<file path="config.mk">
export PLATFORM = sky130hd
export DESIGN_NAME = gf_inv_sub_bytes_iter
export DESIGN_NICKNAME = d
export VERILOG_FILES = /design/src/rtl/gf_inv_sub_bytes_iter_pkg.sv /design/src/rtl/gf_inv_sub_bytes_iter_lane.sv /design/src/rtl/gf_inv_sub_bytes_iter.sv
export SDC_FILE = /design/constraint.sdc
export NUM_CORES = 1
export LEC_CHECK = 0
export BUFFER_PORTS_ARGS = -buffer_cell sky130_fd_sc_hd__buf_2
export CAP_MARGIN = 20
export CELL_PAD_IN_SITES_DETAIL_PLACEMENT = 0
export CELL_PAD_IN_SITES_GLOBAL_PLACEMENT = 1
export CORE_ASPECT_RATIO = 0.6
export CORE_MARGIN = 2
export CORE_UTILIZATION = 43
export CTS_CLUSTER_SIZE = 8
export DETAILED_ROUTE_END_ITERATION = 8
export PLACE_DENSITY_LB_ADDON = 0.1
export SYNTH_ARGS = -nofsm -noshare
export SYNTH_HDL_FRONTEND = slang
export SYNTH_SLANG_ARGS = --single-unit
</file>
<file path="constraint.sdc">
create_clock -name clk -period 12.9 [get_ports clk]
set_input_delay 1.935 -clock clk [delete_from_list [all_inputs] [get_ports clk]]
set_output_delay 1.935 -clock clk [all_outputs]
set_load 0.01 [all_outputs]
</file>
<file path="src/rtl/gf_inv_sub_bytes_iter_pkg.sv">
// Shared types, field constants and GF arithmetic helpers for the
// composite-field inverse S-box.
// Field tower: GF(2^2) mod x^2+x+1, GF(2^4) = GF(2^2)[x]/(x^2+x+phi) with phi={10},
// GF(2^8) = GF(2^4)[x]/(x^2+x+lambda) with lambda={1100}. The basis matches the
// forward shared S-box, so the isomorphic map and its inverse are identical there.
// 8x8 matrices are packed {row7,...,row0}; row i is the mask whose parity gives bit i.
package gf_inv_sub_bytes_iter_pkg;

  typedef logic [7:0]   byte_t;
  typedef logic [3:0]   nib_t;
  typedef logic [1:0]   crumb_t;
  typedef logic [127:0] state_t;

  typedef enum logic [1:0] {S_IDLE, S_RUN, S_DONE} fsm_state_e;

  localparam logic [63:0] ISO_MAP      = 64'hA0DE_ACAE_C69E_5243;
  localparam logic [63:0] ISO_MAP_INV  = 64'hE244_6276_3E9E_3075;
  // Inverse affine: rotl1 ^ rotl3 ^ rotl6, then add 0x05.
  localparam logic [63:0] INV_AFFINE   = 64'h5229_944A_2592_49A4;
  localparam byte_t       INV_AFFINE_C = 8'h05;
  localparam nib_t        GF4_LAMBDA   = 4'hC;
  localparam crumb_t      GF2_PHI      = 2'b10;

  function automatic byte_t mat_mul(input logic [63:0] m, input byte_t x);
    byte_t r;
    for (int i = 0; i < 8; i++) r[i] = ^(m[8*i +: 8] & x);
    return r;
  endfunction

  function automatic crumb_t gf2_mul(input crumb_t a, input crumb_t b);
    return {(a[1] & b[1]) ^ (a[1] & b[0]) ^ (a[0] & b[1]),
            (a[1] & b[1]) ^ (a[0] & b[0])};
  endfunction

  // In GF(4) the inverse equals the square.
  function automatic crumb_t gf2_inv(input crumb_t a);
    return {a[1], a[1] ^ a[0]};
  endfunction

  function automatic nib_t gf4_mul(input nib_t a, input nib_t b);
    crumb_t hh, ll, mm;
    hh = gf2_mul(a[3:2], b[3:2]);
    ll = gf2_mul(a[1:0], b[1:0]);
    mm = gf2_mul(a[3:2] ^ a[1:0], b[3:2] ^ b[1:0]);
    return {mm ^ ll, gf2_mul(hh, GF2_PHI) ^ ll};
  endfunction

  function automatic nib_t gf4_sq(input nib_t a);
    return gf4_mul(a, a);
  endfunction

  // Inverse in GF((2^2)^2); 0 maps to 0.
  function automatic nib_t gf4_inv(input nib_t a);
    crumb_t d, di;
    d  = gf2_mul(gf2_mul(a[3:2], a[3:2]), GF2_PHI) ^ gf2_mul(a[3:2], a[1:0])
       ^ gf2_mul(a[1:0], a[1:0]);
    di = gf2_inv(d);
    return {gf2_mul(a[3:2], di), gf2_mul(a[3:2] ^ a[1:0], di)};
  endfunction

endpackage

</file>
<file path="src/rtl/gf_inv_sub_bytes_iter_lane.sv">
// gf_inv_sbox_lane: one inverse S-box byte lane.
//   clk_i  : clock (used only when PIPE=1)
//   byte_i : input byte
//   byte_o : InvSbox(byte_i), PIPE cycles later
module gf_inv_sbox_lane
  import gf_inv_sub_bytes_iter_pkg::*;
#(
  parameter int PIPE = 1
) (
  input  logic  clk_i,
  input  byte_t byte_i,
  output byte_t byte_o
);

  byte_t iso_p0;
  nib_t  ah_p0, al_p0, d_p0, dinv_p0;
  nib_t  ah_p1, al_p1, dinv_p1;

  // Stage 0: inverse affine, map into the composite field, invert the norm.
  assign iso_p0  = mat_mul(ISO_MAP, mat_mul(INV_AFFINE, byte_i) ^ INV_AFFINE_C);
  assign ah_p0   = iso_p0[7:4];
  assign al_p0   = iso_p0[3:0];
  assign d_p0    = gf4_mul(gf4_sq(ah_p0), GF4_LAMBDA) ^ gf4_mul(ah_p0, al_p0)
                 ^ gf4_sq(al_p0);
  assign dinv_p0 = gf4_inv(d_p0);

  generate
    if (PIPE != 0) begin : g_pipe
      always_ff @(posedge clk_i) begin
        ah_p1   <= ah_p0;
        al_p1   <= al_p0;
        dinv_p1 <= dinv_p0;
      end
    end else begin : g_comb
      assign ah_p1   = ah_p0;
      assign al_p1   = al_p0;
      assign dinv_p1 = dinv_p0;
    end
  endgenerate

  // Stage 1: finish the inversion and map back to the polynomial basis.
  assign byte_o = mat_mul(ISO_MAP_INV, {gf4_mul(ah_p1, dinv_p1),
                                        gf4_mul(ah_p1 ^ al_p1, dinv_p1)});

endmodule

</file>
<file path="src/rtl/gf_inv_sub_bytes_iter.sv">
// gf_inv_sub_bytes_iter: iterative InvSubBytes over a 128-bit AES state.
//   clk, rst_n            : clock, async active-low reset
//   in_valid / in_ready   : input handshake (ready only in IDLE)
//   state_in              : byte k = state_in[127-8k -: 8]
//   out_valid / out_ready : output handshake (valid in DONE)
//   state_out             : substituted state, zero outside DONE
//   busy                  : high in RUN or DONE
module gf_inv_sub_bytes_iter
  import gf_inv_sub_bytes_iter_pkg::*;
#(
  parameter int LANES = 4,
  parameter int PIPE  = 1
) (
  input  logic   clk,
  input  logic   rst_n,
  input  logic   in_valid,
  output logic   in_ready,
  input  state_t state_in,
  output logic   out_valid,
  input  logic   out_ready,
  output state_t state_out,
  output logic   busy
);

  localparam int NISSUE = 16 / LANES;
  localparam int CNT_W  = $clog2(NISSUE + 1);

  fsm_state_e       state_q, state_d;
  logic [CNT_W-1:0] cnt_q, cnt_d;
  logic [CNT_W-1:0] wb_base;
  logic             issue, wb_en, last_wb, accept;
  byte_t            work_q [16];
  byte_t            lane_in  [LANES];
  byte_t            lane_out [LANES];

  assign accept  = (state_q == S_IDLE) && in_valid;
  assign issue   = (state_q == S_RUN) && (cnt_q < CNT_W'(NISSUE));
  assign last_wb = wb_en && (wb_base == CNT_W'(NISSUE - 1));

  always_comb begin
    state_d   = state_q;
    cnt_d     = cnt_q;
    in_ready  = 1'b0;
    out_valid = 1'b0;
    busy      = 1'b0;
    case (state_q)
      S_IDLE: begin
        in_ready = 1'b1;
        if (in_valid) begin
          state_d = S_RUN;
          cnt_d   = '0;
        end
      end
      S_RUN: begin
        busy = 1'b1;
        if (issue) cnt_d = cnt_q + 1'b1;
        if (last_wb) state_d = S_DONE;
      end
      S_DONE: begin
        busy      = 1'b1;
        out_valid = 1'b1;
        if (out_ready) state_d = S_IDLE;
      end
      default: state_d = S_IDLE;
    endcase
  end

  always_ff @(posedge clk or negedge rst_n) begin
    if (!rst_n) begin
      state_q <= S_IDLE;
      cnt_q   <= '0;
    end else begin
      state_q <= state_d;
      cnt_q   <= cnt_d;
    end
  end

  // Write-back slot: same cycle as issue, or one cycle later behind the lane register.
  generate
    if (PIPE != 0) begin : g_wb_pipe
      logic             vld_p1_q;
      logic [CNT_W-1:0] wb_cnt_p1_q;
      always_ff @(posedge clk or negedge rst_n) begin
        if (!rst_n) vld_p1_q <= 1'b0;
        else        vld_p1_q <= issue;
      end
      always_ff @(posedge clk) wb_cnt_p1_q <= cnt_q;
      assign wb_en   = vld_p1_q;
      assign wb_base = wb_cnt_p1_q;
    end else begin : g_wb_comb
      assign wb_en   = issue;
      assign wb_base = cnt_q;
    end
  endgenerate

  always_comb begin
    for (int l = 0; l < LANES; l++)
      lane_in[l] = work_q[4'(int'(cnt_q) * LANES + l)];
  end

  for (genvar l = 0; l < LANES; l++) begin : g_lane
    gf_inv_sbox_lane #(.PIPE(PIPE)) u_lane (
      .clk_i  (clk),
      .byte_i (lane_in[l]),
      .byte_o (lane_out[l])
    );
  end

  always_ff @(posedge clk) begin
    if (accept) begin
      for (int k = 0; k < 16; k++) work_q[k] <= state_in[127-8*k -: 8];
    end else if (wb_en) begin
      for (int l = 0; l < LANES; l++)
        work_q[4'(int'(wb_base) * LANES + l)] <= lane_out[l];
    end
  end

  always_comb begin
    state_out = '0;
    if (state_q == S_DONE) begin
      for (int k = 0; k < 16; k++) state_out[127-8*k -: 8] = work_q[k];
    end
  end

endmodule

</file>
==> flow_summary.ini, run 1 <==
[outcome]
outcome = complete, no violations

[critical_path]
cp_slowest_stage_delay_ps = 830
critPathCaptureType = flop
critPathLaunchType = flop
worstSetupStartpoint = cnt_q[0]
crit_family = XOR/XNOR gates
r2r_cells = 17
path_cells = buf_4 > mux4_1 > xor2_1 > xnor2_1 > xnor2_1 > ha_1 > xnor3_1 > xnor2_1 > and4_1 > o21ai_0 > and2_1 > ha_1 > nand2_1 > a2111oi_0 > a41oi_1 > a41oi_1 > or3_1
critPathArrivalTime_ps = 6880
rr_endpoint = g_lane[2].u_lane.dinv_p1[0]
required_ps = 13310
worstPathBufferInverterCount = 1
r2r_slack_ps = 6430
crit-reg2reg-launch = cnt_q[0]
crit_fanout = 19
crit_top_cell = xnor2_1
cp_slowest_cell = mux4_1
path_class = flop to flop

[clock_tree]
clock_sinks = 185
cts.clk_slew.worst_paths_ps = 70
clk_latency_ps = 460
cts_resized = 0
cts_htree_levels = 4
cts_tree = done
ctsHoldBuffers = 0
root_buffer = clkbuf_16
max-clock-path-buffers = 2
cts_setup_buffers = 0
cts_buffers = 17

[synth]
syn_area_um2 = 15100
synth_top_area_frac = 0.255
yosysWarnings = 0
syn_inst = 1540
ys_ff_latch = 185
synth_edf_count = 128
async_reset_ff_frac = 0.0324
seq_area_frac_synth = 0.332
synthDistinctLibCells = 89
synth_top_area_cell = edfxtp_1
synth_flop_cell = edfxtp_1
synthTopCellsByArea = edfxtp_1, xnor2_1, dfxtp_1, xor2_1, and2_1
avgSynthCellArea_um2 = 9.80
syn_nets = 1686

[detailed_routing]
via_per_inst = 5.54
dr.first_iter.drc_count = 1181
drc_errors = 0
vias = 12200
routedWlPerCell_um = 21.2
ant_nets = 0
dr.pass1.iters = 5
wirelength_um = 46700

[die]
rows = 53
die_h_um = 149
coreArea_um2 = 34800
die_x_um = 246
dieArea_um2 = 36700
initial_core_util = 0.434
ioPinCount = 263

[global_routing]
antenna_found_initial = 2
grt_pass1_wl_um = 69400
grt_max_degree = 78
track_usage = 0.252
overflow = 0
grt_pass1_vias = 11400

[final_layout]
areaGrowthSynthToFinish_pct = 13.5
drive_above_1_share = 0.254
final_nets = 1867

[timing]
max_freq_mhz = 155
fin_skew_ps = 12.1
rsz0062_at_grt = no
tightest_slew_ps = 1070
fin_crit_ps = 6470
setup-violations-final = 0
finalWorstSetupSlack_ps = 6430
finalCritPeriodShare = 0.502
hold_viol = 0
slew_viol_final = 0
slew_headroom = 0.287
tns_ps = 0

[hold_path]
worstHoldStart = cnt_q[2]
hold_depth = 0
holdPathEnd = g_wb_pipe.wb_cnt_p1_q[2]
hold_class = flop to flop

[placed_design]
place_ws_ps = 6520
place_hpwl_um = 34600
globalplace.congestion = 0.916
portBuffers = 262

[job]
maxCapViolations = 0
[Yosys cell counts, types with 7 or more instances]
library cell	number
xnor2_1	169
and2_1	133
edfxtp_1	128
nand2_1	116
nor2_1	113
xor2_1	98
a21oi_1	83
o21ai_0	77
clkbuf_1	73
mux2_2	71
dfxtp_1	51
inv_1	38
nor3_1	28
mux2i_1	24
buf_2	23
nor2b_1	19
o211ai_1	18
mux4_2	16
nand3_1	16
ha_1	14
and3_1	13
mux4_1	13
nand2b_1	13
xnor3_1	11
or3_1	9
xor3_1	9
a22oi_1	8
o22ai_1	7
xnor2_2	7
[cell type report]
class                           count  area (µm²)
Fill cell                        3280       17700
Multi-Input combinational cell   1198        9400
Sequential cell                   185        5020
Timing Repair Buffer              277        1420
Tap cell                          467         584
Clock buffer                       18         429
Inverter                           42         158
Clock inverter                     14         124
Antenna cell                        1        2.50
[cell usage in the layout, fill, tap and decap left out, types with 17 or more instances in the layout]
master	synthesis	final
a21oi_1	83	83
and2_1	133	133
buf_2	23	262
clkbuf_16	0	17
dfxtp_1	51	51
edfxtp_1	128	128
inv_1	38	38
mux2_2	71	71
mux2i_1	24	24
nand2_1	116	112
nor2_1	113	112
nor2b_1	19	19
nor3_1	28	27
o211ai_1	18	18
o21ai_0	77	76
xnor2_1	169	169
xor2_1	98	98
[how the worst max path moves through the flow]
stage | endpoint | slack (ps) | cells past startpoint
2_1_floorplan | g_lane[2].u_lane.dinv_p1[0] | 7730 | 20
3_3_place_gp | g_lane[2].u_lane.dinv_p1[0] | 6680 | 17
3_5_place_dp | g_lane[2].u_lane.dinv_p1[0] | 6520 | 17
4_1_cts | g_lane[2].u_lane.dinv_p1[0] | 6490 | 17
5_1_grt | g_lane[2].u_lane.dinv_p1[0] | 5940 | 17
6_report | g_lane[2].u_lane.dinv_p1[0] | 6430 | 17
[kinds of logic after synthesis]
group	Yosys count	synth area share
compound gates	268	0.113
flops	185	0.332
xor+xnor	306	0.210
buf+inv	157	0.0492
fa+ha+maj	16	0.0130
mux	129	0.124
simple gates	479	0.159
[sequential cells by signal (all words and copies together) (netlist names)]
signal and cells:
work_q 128, g_lane.u_lane.ah_p1 16, g_lane.u_lane.al_p1 16, g_lane.u_lane.dinv_p1 16
cnt_q 3, g_wb_pipe.wb_cnt_p1_q 3, state_q 2, g_wb_pipe.vld_p1_q 1
[metal layers]
layer  up-vias  share of wire  GRT usage
met2       434           0.41      0.353
met3        37          0.064     0.0466
li1       5748              -          -
met5         -        0.00028          0
met1      5981           0.51      0.396
met4         2          0.015     0.0579
[worst register-to-register path: cells and delay by family, from the launching register on]
family,cells,cell delay [ps]
and+or+nand+nor,4,890
buffers and inverters,1,500
muxes,1,850
DFF,1,780
xor gates and xnor gates,5,1710
adders and majority gates,2,770
AOI/OAI and AO/OA,4,940
[metrics by stage]
| stage | instance area, µm² | utilization | hold slack, ps | std cells |
|---|---|---|---|---|
| floorplan | 15100 | - | 366 | 1540 |
| global placement | 16600 | 0.476 | 491 | 2168 |
| detailed placement | 16600 | 0.476 | 495 | 2168 |
| CTS | 17100 | 0.492 | 528 | 2200 |
| global route | 17100 | 0.492 | 553 | 2202 |
| finish | 17100 | 0.492 | 520 | 2202 |
Power of run 1 is not shown: default switching activity piles up to over one toggle a cycle in this logic, so the estimate is an artifact.
==> inputs of run 2 (changes only) <==
Settings changed: CORE_UTILIZATION 43 to 40.
Clock period 12.9 ns to 5.5 ns, I/O delays scaled along.
==> run 2 against run 1 <==
Cell count increased by 3.1%. Non-clock buffer count grew 22. Sequential share of layout area shrank 0.42 points. First-iteration DRC count fell by 13%. Clock-buffer cell count rose by 2. Register-to-register slack lost 6100 ps. Clock skew hardly changed. Die area is 7.3% higher. Fmax rose by 25%. Critical path type unchanged. Sequential cell count unchanged. Critical path depth stayed put. Worst hold slack got worse by 300 ps.
==> flow_summary.ini, run 2 (synthesis gave the netlist of run 1 again) <==
[die]
initial_core_util = 0.403
die_h_um = 154
ioPinCount = 263
rows = 55
coreArea_um2 = 37400
die_x_um = 255
dieArea_um2 = 39400

[detailed_routing]
dr.pass1.iters = 5
drc_errors = 0
via_per_inst = 5.33
routedWlPerCell_um = 20.9
wirelength_um = 47500
dr.first_iter.drc_count = 1022
ant_nets = 0
vias = 12100

[clock_tree]
cts.clk_slew.worst_paths_ps = 70
clock_sinks = 185
clk_latency_ps = 460
cts_tree = done
root_buffer = clkbuf_16
cts_buffers = 17
cts_htree_levels = 4
max-clock-path-buffers = 2

[global_routing]
overflow = 0
track_usage = 0.239
grt_max_degree = 78
grt_pass1_wl_um = 70700
antenna_found_initial = 1
grt_pass1_vias = 11600

[critical_path]
critPathCaptureType = flop
r2r_cells = 17
critPathLaunchType = flop
crit_fanout = 24
path_class = flop to flop
required_ps = 5820
crit-reg2reg-launch = cnt_q[0]
rr_endpoint = g_lane[0].u_lane.dinv_p1[0]
r2r_slack_ps = 300
critPathArrivalTime_ps = 5510

[placed_design]
place_ws_ps = -17.8
place_hpwl_um = 35800
globalplace.congestion = 0.904
portBuffers = 262

[hold_path]
hold_class = input port to async pin

[timing]
finalWorstSetupSlack_ps = 305
rsz0062_at_grt = yes
hold_viol = 0
fin_crit_ps = 5200
max_freq_mhz = 192
tightest_slew_ps = 950
finalCritPeriodShare = 0.945
slew_viol_final = 0
fin_skew_ps = 12.1
whs_ps = 219
setup-violations-final = 0
slew_headroom = 0.362

[final_layout]
layout_common_cells = buf_2, xnor2_1, and2_1
drive_above_1_share = 0.267
largest_register = work_q
areaGrowthSynthToFinish_pct = 15.2
largest_register_ffs = 128
final_common_cell = buf_2
final_nets = 1889

[job]
maxCapViolations = 0

[outcome]
outcome = complete, no violations
-- run 2: cell count changes in the layout (fill, tap and decap cells not counted), sizes merged --
| cell | change |
|---|---|
| buf | +22 |
| clkbuf | +2 |
| bufinv | -1 |
| inv | -1 |
| diode | +1 |
-- run 2: layout make-up --
type	instances	area, µm²
multi-input cells	1198	9430
diodes	2	5.00
well taps	513	642
clock inverters	12	76.3
clock buffers	20	447
repair buffers	299	1610
inverters	42	158
flip-flops and latches	185	5020
fillers	3678	20000
-- run 2: worst max-delay path by stage --
stage | from | endpoint | cells past startpoint
after floorplan | cnt_q[0] | g_lane[2].u_lane.dinv_p1[0] | 20
after global placement | cnt_q[0] | g_lane[0].u_lane.dinv_p1[0] | 17
after detailed placement | cnt_q[0] | g_lane[0].u_lane.dinv_p1[0] | 17
after CTS | cnt_q[0] | g_lane[1].u_lane.dinv_p1[0] | 20
after global routing | cnt_q[0] | g_lane[1].u_lane.dinv_p1[0] | 20
final | cnt_q[0] | g_lane[0].u_lane.dinv_p1[0] | 17
-- run 2: per-layer routing --
layer  routed length, µm  vias to the layer above  track usage
li1                    -                     5792            -
met1               24400                     5936        0.370
met2               20200                      357        0.350
met3                2240                       29       0.0348
met4                 668                        0       0.0532
met5                   0                        -            0
-- run 2: worst max-delay path: stages (launching register included) --
cell,delay [ps]
dfrtp_4,550
buf_12,240
mux4_2,680
xor2_1,320
xnor2_2,160
xnor2_2,250
xor2_1,240
ha_1,300
xor2_2,220
xnor2_2,340
xor2_4,270
inv_2,140
ha_1,390
inv_1,150
nor2_1,100
o21ai_0,100
a21oi_1,90
or4_1,500
-- run 2: timing repair --
item,in CTS,in global routing
endpoints found under the setup margin,1,4
hold buffers,0,0
gates resized for setup,0,7
pin swaps,1,1
buffers inserted,1,2
-- run 2: through the flow --
stage	TNS (ps)	cells	util	instance area (µm²)
2_1_floorplan	0	1540	-	15100
3_3_place_gp	0	2234	0.449	16800
3_5_place_dp	-17.8	2234	0.449	16800
4_1_cts	0	2267	0.463	17300
5_1_grt	-81.0	2270	0.465	17400
6_report	0	2271	0.465	17400
Power of run 2 is left out for the same reason.
==> inputs of run 3 (changes only) <==
Settings changed: CORE_UTILIZATION 40 to 45.
Clock period 5.5 ns to 5.4 ns, I/O delays scaled along.
==> run 3 against run 2 <==
First-iteration DRC count is 7.7% lower. Clock skew hardly changed. Register-to-register slack worse by 20 ps. Critical path type unchanged. Clock-buffer cell count is 3 lower.
==> flow_summary.ini, run 3 (synthesis gave the netlist of run 1 again) <==
[outcome]
outcome = complete, no violations

[clock_tree]
cts_htree_levels = 4
cts_tree = done
clock_sinks = 185
max-clock-path-buffers = 2
root_buffer = clkbuf_16
ctsHoldBuffers = 0
cts_buffers = 17
cts.clk_slew.worst_paths_ps = 70
clk_latency_ps = 460

[critical_path]
critPathArrivalTime_ps = 5530
cp_slowest_stage_delay_ps = 710
cp_slowest_cell = mux4_4
crit_fanout = 10
r2r_cells = 16
r2r_slack_ps = 280
path_class = flop to flop
path_cells = buf_4 > mux4_4 > xnor3_2 > xnor2_2 > xnor2_1 > ha_1 > xnor3_1 > xnor2_1 > and4_1 > or3_1 > and2_1 > ha_2 > nand2b_1 > or4_1 > a41oi_1 > or3_1
rr_endpoint = g_lane[2].u_lane.dinv_p1[0]
required_ps = 5810
crit-reg2reg-launch = cnt_q[0]
critPathCaptureType = flop
critPathLaunchType = flop

[die]
rows = 51
die_h_um = 146
initial_core_util = 0.461
dieArea_um2 = 35100
coreArea_um2 = 32700
ioPinCount = 263
die_x_um = 240

[detailed_routing]
wirelength_um = 45500
routedWlPerCell_um = 20.6
via_per_inst = 5.51
ant_nets = 0
drc_errors = 0
dr.pass1.iters = 5
dr.first_iter.drc_count = 943
vias = 12200

[placed_design]
place_hpwl_um = 33600
portBuffers = 262
globalplace.congestion = 0.860

[timing]
fin_crit_ps = 5120
finalCritPeriodShare = 0.947
slew_viol_final = 0
tightest_slew_ps = 1010
setup-violations-final = 0
whs_ps = 165
rsz0062_at_grt = no
tns_ps = 0
hold_viol = 0
max_freq_mhz = 195
fin_skew_ps = 11.9
slew_headroom = 0.323

[global_routing]
grt_max_degree = 78
antenna_found_initial = 1
overflow = 0
track_usage = 0.259
grt_pass1_vias = 11600
grt_pass1_wl_um = 69100

[final_layout]
largest_register_ffs = 128
n_antenna_cell = 0
area.sequential_um2 = 5020
final_nets = 1894
fillers = 3010
layout_common_cells = buf_2, xnor2_1, and2_1
multi_input_area_um2 = 9430
largest_register = work_q
drive_above_1_share = 0.271
areaGrowthSynthToFinish_pct = 15.4
final_common_cell = buf_2

[hold_path]
hold_class = input port to async pin

[job]
maxCapViolations = 0
## run 3: final cells by class
type,instances,share of cell area
inverters,42,0.00905
well taps,450,0.0323
multi-input cells,1198,0.541
flip-flops and latches,185,0.288
clock inverters,15,0.00855
clock buffers,17,0.0244
repair buffers,304,0.0964
## run 3: timing repair
| action | in CTS | in global routing |
|---|---|---|
| endpoints found under the setup margin | 0 | 5 |
| resized for setup | 0 | 14 |
| buffers inserted | 0 | 5 |
## run 3: how the worst max path moves through the flow
stage / depth (start not counted) / startpoint / slack [ps] / end
3_3_place_gp: 16 / cnt_q[0] / 300 / g_lane[2].u_lane.dinv_p1[0]
5_1_grt: 17 / cnt_q[0] / 20 / g_lane[0].u_lane.dinv_p1[0]
2_1_floorplan: 20 / cnt_q[0] / 230 / g_lane[2].u_lane.dinv_p1[0]
3_5_place_dp: 16 / cnt_q[0] / 200 / g_lane[2].u_lane.dinv_p1[0]
4_1_cts: 20 / cnt_q[0] / 160 / g_lane[1].u_lane.dinv_p1[0]
6_report: 16 / cnt_q[0] / 280 / g_lane[2].u_lane.dinv_p1[0]
## run 3: per-layer routing
layer	vias to the layer above	wire, µm	share of wire	GRT usage
met2	534	18900	0.42	0.366
met4	2	808	0.018	0.0658
met3	52	3290	0.072	0.0510
met1	5778	22500	0.49	0.399
li1	5808	-	-	-
met5	-	13	0.00029	0
## run 3: through the flow
| stage | cells | worst slack (ps) | instance area [µm²] | util |
|---|---|---|---|---|
| after floorplan | 1540 | 230 | 15100 | - |
| after global placement | 2171 | 297 | 16700 | 0.511 |
| after detailed placement | 2173 | 200 | 16800 | 0.512 |
| after CTS | 2205 | 162 | 17300 | 0.530 |
| after global routing | 2211 | 19.4 | 17400 | 0.532 |
| final | 2211 | 284 | 17400 | 0.532 |
## run 3: worst max-delay path: cells and delay by family (launching register included)
| kind | cells | cell delay, ps |
|---|---|---|
| multiplexers | 1 | 710 |
| AO/OA/AOI/OAI | 1 | 230 |
| XOR/XNOR | 5 | 1350 |
| buffers and inverters | 1 | 160 |
| flip-flops | 1 | 510 |
| adder cells (fa/ha/maj) | 2 | 730 |
| AND/OR/NAND/NOR | 6 | 1370 |
Power of run 3 is left out for the same reason.
